`config.mk`:
```
export PLATFORM = sky130hd
export DESIGN_NAME = ssd_mux
export DESIGN_NICKNAME = d
export VERILOG_FILES = /design/src/rtl/ssd_mux.sv
export SDC_FILE = /design/constraint.sdc
export NUM_CORES = 1
export LEC_CHECK = 0
export CAP_MARGIN = 20
export CORE_MARGIN = 2
export CORE_UTILIZATION = 50
export DETAILED_ROUTE_END_ITERATION = 12
export HOLD_SLACK_MARGIN = 0.03
export PLACE_DENSITY = 0.88
export SLEW_MARGIN = 20
export SYNTH_ARGS = -nofsm -noshare
export SYNTH_HDL_FRONTEND = slang
export SYNTH_SLANG_ARGS = --single-unit
```
`constraint.sdc`:
```
create_clock -name clk -period 3.55 [get_ports clk]
set_clock_uncertainty 0.05 [all_clocks]
set_input_delay 0.71 -clock clk [delete_from_list [all_inputs] [get_ports clk]]
set_output_delay 0.71 -clock clk [all_outputs]
set_load 0.01 [all_outputs]
```
`src/rtl/ssd_mux.sv`:
```
`timescale 1ns / 1ps
// ---------------------------------------------------------------------------
// ssd_mux -- time-multiplexed driver for a common-anode seven-segment display
//
// Scans NUM_DIGITS hex digits one at a time. A DIV_BITS-wide free-running
// prescaler sets the slot length: each digit is selected for 2^DIV_BITS clk
// cycles. The anode of the selected digit is PWM-dimmed by `brightness`
// (sixteenths of a slot). The digits are shown from a shadow copy of
// `value`/`dp_in`. The copy is taken when scanning starts and again at the
// end of every full frame, so a frame never shows a mix of old and new data.
//
// Parameters
//   NUM_DIGITS  number of digits, legal 2..8 (default 4)
//   DIV_BITS    prescaler width, legal 4..24 (default 8)
//
// Ports
//   clk         sole clock, rising edge
//   reset       asynchronous active-high reset
//   activate    display enable; low = IDLE (blank), high = SCAN
//   value       4*NUM_DIGITS hex digits, digit 0 is the most significant nibble
//   dp_in       decimal point request, dp_in[i] belongs to digit i
//   brightness  anode duty in sixteenths of a slot (0 = dark)
//   an          active-low anode selects, an[i] drives digit i
//   segments    active-low {g,f,e,d,c,b,a}
//   dp          active-low decimal point
//   frame_done  one-cycle pulse after the last slot of every full scan
//   state_dbg   FSM state for observation (0 = IDLE, 1 = SCAN)
//
// Handshake: there is no valid/ready pair here. `activate` is a level.
// `value`/`dp_in` are sampled only on the shadow-load edges, which are
// entry into SCAN and the frame wrap. Between those edges the inputs may
// change freely without any effect on the display.
//
// Build option
//   SSD_LZ_BLANK_EN  when defined, zero digits ahead of the first nonzero
//                    digit are blanked. Blanking means their anode stays high.
//                    The last digit is always shown. A requested decimal point
//                    ends the blanking at its own digit.
// ---------------------------------------------------------------------------
module ssd_mux #(
  parameter int NUM_DIGITS = 4,
  parameter int DIV_BITS   = 8
) (
  input  logic                    clk,
  input  logic                    reset,
  input  logic                    activate,
  input  logic [4*NUM_DIGITS-1:0] value,
  input  logic [NUM_DIGITS-1:0]   dp_in,
  input  logic [3:0]              brightness,
  output logic [NUM_DIGITS-1:0]   an,
  output logic [6:0]              segments,
  output logic                    dp,
  output logic                    frame_done,
  output logic                    state_dbg
);

  localparam int               IDX_W    = (NUM_DIGITS > 1) ? $clog2(NUM_DIGITS) : 1;
  localparam logic [IDX_W-1:0] LAST_IDX = IDX_W'(NUM_DIGITS - 1);

  typedef enum logic {
    IDLE = 1'b0,
    SCAN = 1'b1
  } state_t;

  state_t                  state;
  logic [DIV_BITS-1:0]     prescaler;
  logic [IDX_W-1:0]        index;
  logic [4*NUM_DIGITS-1:0] shadow_val;
  logic [NUM_DIGITS-1:0]   shadow_dp;

  // Derived, purely combinational views of the current state
  logic                    tick;
  logic [3:0]              digit_nib [NUM_DIGITS];
  logic [NUM_DIGITS-1:0]   shown;
  logic [3:0]              duty_phase;
  logic                    lit;
  logic [NUM_DIGITS-1:0]   an_next;
`ifdef SSD_LZ_BLANK_EN
  logic                    suppress;
`endif

  assign state_dbg = (state == SCAN);

  // Slot boundary: the prescaler is about to roll over
  assign tick = &prescaler;

  // The top four prescaler bits act as a 0..15 ramp across the slot. The
  // anode is lit while the ramp is below the requested duty, so brightness 0
  // never lights the anode.
  assign duty_phase = prescaler[DIV_BITS-1 -: 4];
  assign lit        = (duty_phase < brightness);

  // Active-low hex font, bit order {g,f,e,d,c,b,a}
  function automatic logic [6:0] hex_font(input logic [3:0] nib);
    logic [6:0] seg;
    case (nib)
      4'h0:    seg = 7'b1000000;
      4'h1:    seg = 7'b1111001;
      4'h2:    seg = 7'b0100100;
      4'h3:    seg = 7'b0110000;
      4'h4:    seg = 7'b0011001;
      4'h5:    seg = 7'b0010010;
      4'h6:    seg = 7'b0000010;
      4'h7:    seg = 7'b1111000;
      4'h8:    seg = 7'b0000000;
      4'h9:    seg = 7'b0010000;
      4'hA:    seg = 7'b0001000;
      4'hB:    seg = 7'b0000011;
      4'hC:    seg = 7'b1000110;
      4'hD:    seg = 7'b0100001;
      4'hE:    seg = 7'b0000110;
      default: seg = 7'b0001110;
    endcase
    return seg;
  endfunction

  // Split the shadow into per-digit nibbles. Digit 0 is the MS nibble.
  always_comb begin
    for (int i = 0; i < NUM_DIGITS; i++) begin
      digit_nib[i] = shadow_val[4*(NUM_DIGITS-1-i) +: 4];
    end
  end

  // Which digits are allowed to light their anode
  always_comb begin
    shown = '1;
`ifdef SSD_LZ_BLANK_EN
    // Walk from the most significant digit. Suppression holds until the
    // first nonzero digit, the first digit with a decimal point, or the
    // last digit, whichever comes first.
    suppress = 1'b1;
    for (int i = 0; i < NUM_DIGITS; i++) begin
      if ((i == NUM_DIGITS - 1) || (digit_nib[i] != 4'd0) || shadow_dp[i]) begin
        suppress = 1'b0;
      end
      shown[i] = !suppress;
    end
`endif
  end

  // Anode pattern for the current index/prescaler. This is registered below.
  always_comb begin
    an_next = '1;
    if (lit && shown[index]) begin
      an_next[index] = 1'b0;
    end
  end

  // FSM, scan counters, shadow register and registered display outputs.
  // The outputs are recomputed every edge from the pre-edge state. Any edge
  // that does not see SCAN with activate high writes the blank pattern, so
  // the display goes dark on the edge where activate is seen low.
  always_ff @(posedge clk or posedge reset) begin
    if (reset) begin
      state      <= IDLE;
      prescaler  <= '0;
      index      <= '0;
      shadow_val <= '0;
      shadow_dp  <= '0;
      an         <= '1;
      segments   <= 7'h7F;
      dp         <= 1'b1;
      frame_done <= 1'b0;
    end else begin
      frame_done <= 1'b0;
      an         <= '1;
      segments   <= 7'h7F;
      dp         <= 1'b1;

      case (state)
        IDLE: begin
          prescaler <= '0;
          index     <= '0;
          if (activate) begin
            state      <= SCAN;
            shadow_val <= value;
            shadow_dp  <= dp_in;
          end
        end

        SCAN: begin
          if (!activate) begin
            // Drop straight back to IDLE and emit no frame_done for the
            // frame that was cut short
            state     <= IDLE;
            prescaler <= '0;
            index     <= '0;
          end else begin
            an        <= an_next;
            segments  <= hex_font(digit_nib[index]);
            dp        <= ~shadow_dp[index];
            prescaler <= prescaler + 1'b1;
            if (tick) begin
              if (index == LAST_IDX) begin
                // Frame boundary: take a fresh snapshot for the next frame
                index      <= '0;
                shadow_val <= value;
                shadow_dp  <= dp_in;
                frame_done <= 1'b1;
              end else begin
                index <= index + 1'b1;
              end
            end
          end
        end

        default: begin
          state     <= IDLE;
          prescaler <= '0;
          index     <= '0;
        end
      endcase
    end
  end

endmodule

```
# After elaboration in Yosys (flattened, before gate mapping)
# Memory sizes are Yosys's and may differ from the RTL's.
# Cells that the tools add are included.
# Widths: inputs -> output; s select.
# op_classes
n_addsub	2
n_lt_le_gt_ge	4
eq_ne	6
mux	37
bitwise_logic	4
reduce_logical	4
# ops
operator	n
$mux 16	4
$mux 4	9
$pmux 16 s2	1
$pmux 8 s2	1
$mux 7	2
$mux 1	10
$add 8x1->8 const B	1
$bmux 4 s2	1
$mux 8	1
$pmux 4 s2	1
$reduce_and 8->1	1
$mux 2	3
$bmux 1 s2	2
$lt 4x4->1	1
$ne 2x1->1 const B	2
$ne 2x2->1 const B	2
$not 4->4	1
$pmux 2 s2	1
$reduce_and 4->1	1
$ge 3x3->1 const B	1
$lt 2x3->1 const B	1
$ne 3x2->1 const B	1
$not 2->3	1
$add 2x1->2 const B	1
5 further kinds	7
# word_totals
register_bits	44
mem_bits_ro	112
in_bits	27
word_cells	67
mem_count	1
# mem_list
memory	words	width	read_ports	rd_ports_with_merged_regs	wr	line_no	rtl
(name not given)	16	7	1	0	0	96	case (nib)

# Logic depth before layout (Yosys ltp)
# depth
word_depth	8
mapped_depth	8
ltp_nobuf	7

# Least setup slack after synthesis
# No wires, ideal clock.
# synth_timing
path_kind	reg-to-reg
startpoint	reg index[0]
endpoint	reg segments[3]
setup_time_ps	77
t_arrival_ps	1819
setup_slack_ps	1604
path_stages_with_launch	8
period_less_slack_ps	1946
cell_sequence	dfrtp_1 buf_6 mux4_1 inv_1 ha_1 mux2i_1 nor3_1 a31oi_1
# synth_via
elab_chain_cells	7
# synth_rtl
element	line_no	rtl
start, declared	67	logic [IDX_W-1:0] index;
start signal, assigned	201	index <= index + 1'b1;
$not 2->3 (not written as such)	190	segments <= hex_font(digit_nib[index]);
$bmux 4 s2	190	
$mux 4 (not written as such) (2 in series)	190	
$mem_v2 16x7	n/a	
$mux 7	182	if (!activate) begin
$mux 7	170	case (state)
end signal, assigned	190	
end, declared	51	output logic [6:0] segments,
# Every way passes these cells. The select of a mux whose other input is x is not followed.
# A chain may end at the register's enable or synchronous reset.

# Worst setup path after layout
# layout_timing
startpoint	reg index[0]
endpoint	reg shadow_val[12] (netlist: digit_nib[12])
# layout_via
elab_chain_cells	3
# layout_rtl
element	line_no	rtl
$eq 2x2->1	194	if (index == LAST_IDX) begin
$ne 2x1->1 (no line)	n/a	
$reduce_and 4->1 (no line)	n/a	
end signal, assigned	176	shadow_val <= value;
end signal, assigned	197	shadow_val <= value;
end, declared	68	logic [4*NUM_DIGITS-1:0] shadow_val;
# Every way passes these cells.

==> flow_metrics.env <==
export IMPL_yosys_cell_count_top_type="dfrtp_1"
export IMPL_period_minus_slack_ns=2.439
export IMPL_hold_buffers=0
export IMPL_n_fill_cell=309
export IMPL_p_leak_nw=1.147
export IMPL_die_area_um2=4837
export IMPL_die_w_um=69.55
export IMPL_cts_num_sinks=44
export IMPL_initial_core_util=0.5294
export IMPL_ff2ff_path_depth=5
export IMPL_cts_reportedPaths_clkPinSlew_ns=0.08
export IMPL_die_h_um=69.55
export IMPL_rows=23
export IMPL_worst_path_max_delay_cell="dfrtp_1"
export IMPL_dp_hpwl_um=2608
export IMPL_cp_num_buf_inv=1
export IMPL_path_depth=5
export IMPL_synth_top_flop_cell="dfrtp_1"
export IMPL_wire_per_inst_um=13.79
export IMPL_hold_path_class="reg2reg"
export IMPL_endpoint="digit_nib[12]$_DFFE_PP0P_"
export IMPL_rr_startpoint="index[0]$_DFFE_PP0P_"
export IMPL_io_pins=41
export IMPL_synth_area_top_cells="dfrtp_1 37%, dfstp_2 15%, mux2_2 9.4%"
export IMPL_ctsResizeCount=0
export IMPL_ys_seq_area_frac=0.5195
export IMPL_dpl_cell_count=253
export IMPL_coreArea_um2=4058
export IMPL_setup_viol=0
export IMPL_io_buffers=40
export IMPL_slew_headroom=0.4477
export IMPL_critPathLaunch="index[0]$_DFFE_PP0P_"
export IMPL_drive_gt1_frac=0.2133
export IMPL_cap_violations=0
export IMPL_total_power_mw=1.154
export IMPL_ys_types=34
export IMPL_fmax_ghz=0.4100
export IMPL_grt_pass1_wl_um=6444
export IMPL_drc_errors=0
export IMPL_synthCells=169
export IMPL_regToRegSetupSlack_ns=1.11
export IMPL_worst_ir_drop_vdd_uv=297.4
export IMPL_cts_inserted_buffers=5
export IMPL_synth_edf_count=0
export IMPL_grt_setup_unrepaired="no"
export IMPL_syn_area_um2=2148
export IMPL_cp_arrival_ns=2.58
export IMPL_insertion_delay_ns=0.30
export IMPL_worstPathRequired_ns=3.69
export IMPL_async_flop_share=1.000
export IMPL_yosys_warnings=0
export IMPL_viasPerCell=5.375
export IMPL_path_class="reg2reg"
export IMPL_tritoncts="done"
export IMPL_gp_congestion=0.8810
export IMPL_setup_worst_path_start_class="flip-flop"
export IMPL_antenna_found_initial=0
export IMPL_grt_pass1_vias=1388
export IMPL_utilization=0.6620
export IMPL_track_usage=0.1676
export IMPL_instances_no_fill=261
export IMPL_drt_wl_total_um=3600
export IMPL_h_tree_depth=2
export IMPL_first_iter_violations=83
export IMPL_grt_max_degree=45
export IMPL_cp_end_kind="flip-flop"
export IMPL_period_share=0.6870
export IMPL_syn_nets=210
export IMPL_r2r_end="digit_nib[12]$_DFFE_PP0P_"
export IMPL_clock_path_buffers=2
export IMPL_slew_viol_final=0
export IMPL_power_density_nw_per_um2=429.5
export IMPL_avgSynthCellArea_um2=12.71
export IMPL_overflow=0
export IMPL_crit_chain="ha_1 > inv_1 > o41ai_2 > nand2_1 > mux2_1"
export IMPL_cts_setup_buffers=0
export IMPL_nNetsFinal=251
export IMPL_yosysTopAreaCell="dfrtp_1"
export IMPL_crit_fanout=20
export IMPL_ys_ff_latch=44
export IMPL_final_hold_violation_count=0
export IMPL_area_growth_pct=25.04
export IMPL_ant_nets=0
export IMPL_root_buffer="clkbuf_8"
export IMPL_cpPeakStageDelay_ns=0.61
export IMPL_worst_slew_pin_slew_ns=0.8264
export IMPL_drt_pass1_iterations=4
export IMPL_status="finished, final reports clean"
export IMPL_diodes=0
export IMPL_yosys_top_cells_count="32 x dfrtp_1, 18 x mux2_2, 14 x ha_1, 12 x dfstp_2"
export IMPL_vias=1403
export IMPL_synth_top_area_frac=0.3727
export IMPL_cp_top_family="flip-flops"
export IMPL_tns_ns=0
==> registers in the layout, summed over array words and instances, names as in the netlist <==
name,cells
an,4
digit_nib,16
dp,1
frame_done,1
index,2
prescaler,8
segments,7
shadow_dp,4
state_dbg,1
==> worst min-delay path by stage <==
stage,start,to,cells past startpoint
2_1_floorplan,prescaler[0]$_DFF_PP0_,prescaler[0]$_DFF_PP0_,1
3_3_place_gp,prescaler[0]$_DFF_PP0_,prescaler[0]$_DFF_PP0_,1
3_5_place_dp,prescaler[0]$_DFF_PP0_,prescaler[0]$_DFF_PP0_,1
4_1_cts,prescaler[0]$_DFF_PP0_,prescaler[0]$_DFF_PP0_,1
5_1_grt,prescaler[0]$_DFF_PP0_,prescaler[0]$_DFF_PP0_,1
6_report,prescaler[0]$_DFF_PP0_,prescaler[0]$_DFF_PP0_,1
==> layer usage <==
metal  vias up  global-route usage  routed length, um
met3         7             0.04215                176
met2        44              0.2628               1762
li1        676                   -                  -
met1       676              0.2221               1585
met4         0             0.07190                 76
met5         -                   0                  0
==> cell usage in the layout (no fill, tap or decap), drive strengths merged, types with 2 or more instances in the layout <==
| cell type | count |
|---|---|
| nand3 | 3 |
| xor2 | 2 |
| inv | 11 |
| xnor2 | 3 |
| and3 | 3 |
| clkbuf | 5 |
| nand2b | 3 |
| o21ai | 5 |
| a21oi | 6 |
| dfstp | 12 |
| o211ai | 6 |
| ha | 14 |
| nor3 | 3 |
| mux4 | 5 |
| nand2 | 9 |
| a31oi | 3 |
| or3 | 2 |
| dfrtp | 32 |
| nor2 | 11 |
| clkdlybuf4s50 | 40 |
| mux2i | 4 |
| mux2 | 20 |
==> kinds of logic (layout without fill, tap and decap cells) <==
logic type      count (synthesis)  count (layout)  share of synthesized area
xor+xnor                        5               5                    0.02039
flops                          44              44                     0.5195
buf+inv                        18              60                    0.03960
mux                            29              29                     0.1811
compound gates                 24              24                    0.07339
fa+ha+maj                      14              14                    0.08154
simple gates                   35              35                    0.08445
==> cell type report <==
cell class / instances / area (um^2) / area share
Clock buffer: 5 / 68.82 / 0.02562
Clock inverter: 3 / 42.54 / 0.01584
Inverter: 11 / 41.29 / 0.01537
Timing Repair Buffer: 41 / 407.9 / 0.1518
Multi-Input combinational cell: 107 / 947.2 / 0.3526
Tap cell: 50 / 62.56 / 0.02329
Sequential cell: 44 / 1116 / 0.4155
==> report_power, final <==
part	switching, mW	internal [mW]	leakage (nW)	total, mW
Combinational	0.0893	0.111	0.568	0.200
Clock	0.174	0.208	0.0541	0.382
Sequential	0.0194	0.552	0.525	0.572
==> metrics by stage <==
step           area, um^2  hold WS, ns  setup slack, ns
2_1_floorplan        2148       0.3829            1.604
3_3_place_gp         2575       0.3996            1.115
3_5_place_dp         2575       0.4090            1.077
4_1_cts              2686       0.4193            1.081
5_1_grt              2686       0.4608           0.9074
6_report             2686       0.4158            1.111
Note: power is estimated with default switching activity, not from simulation.
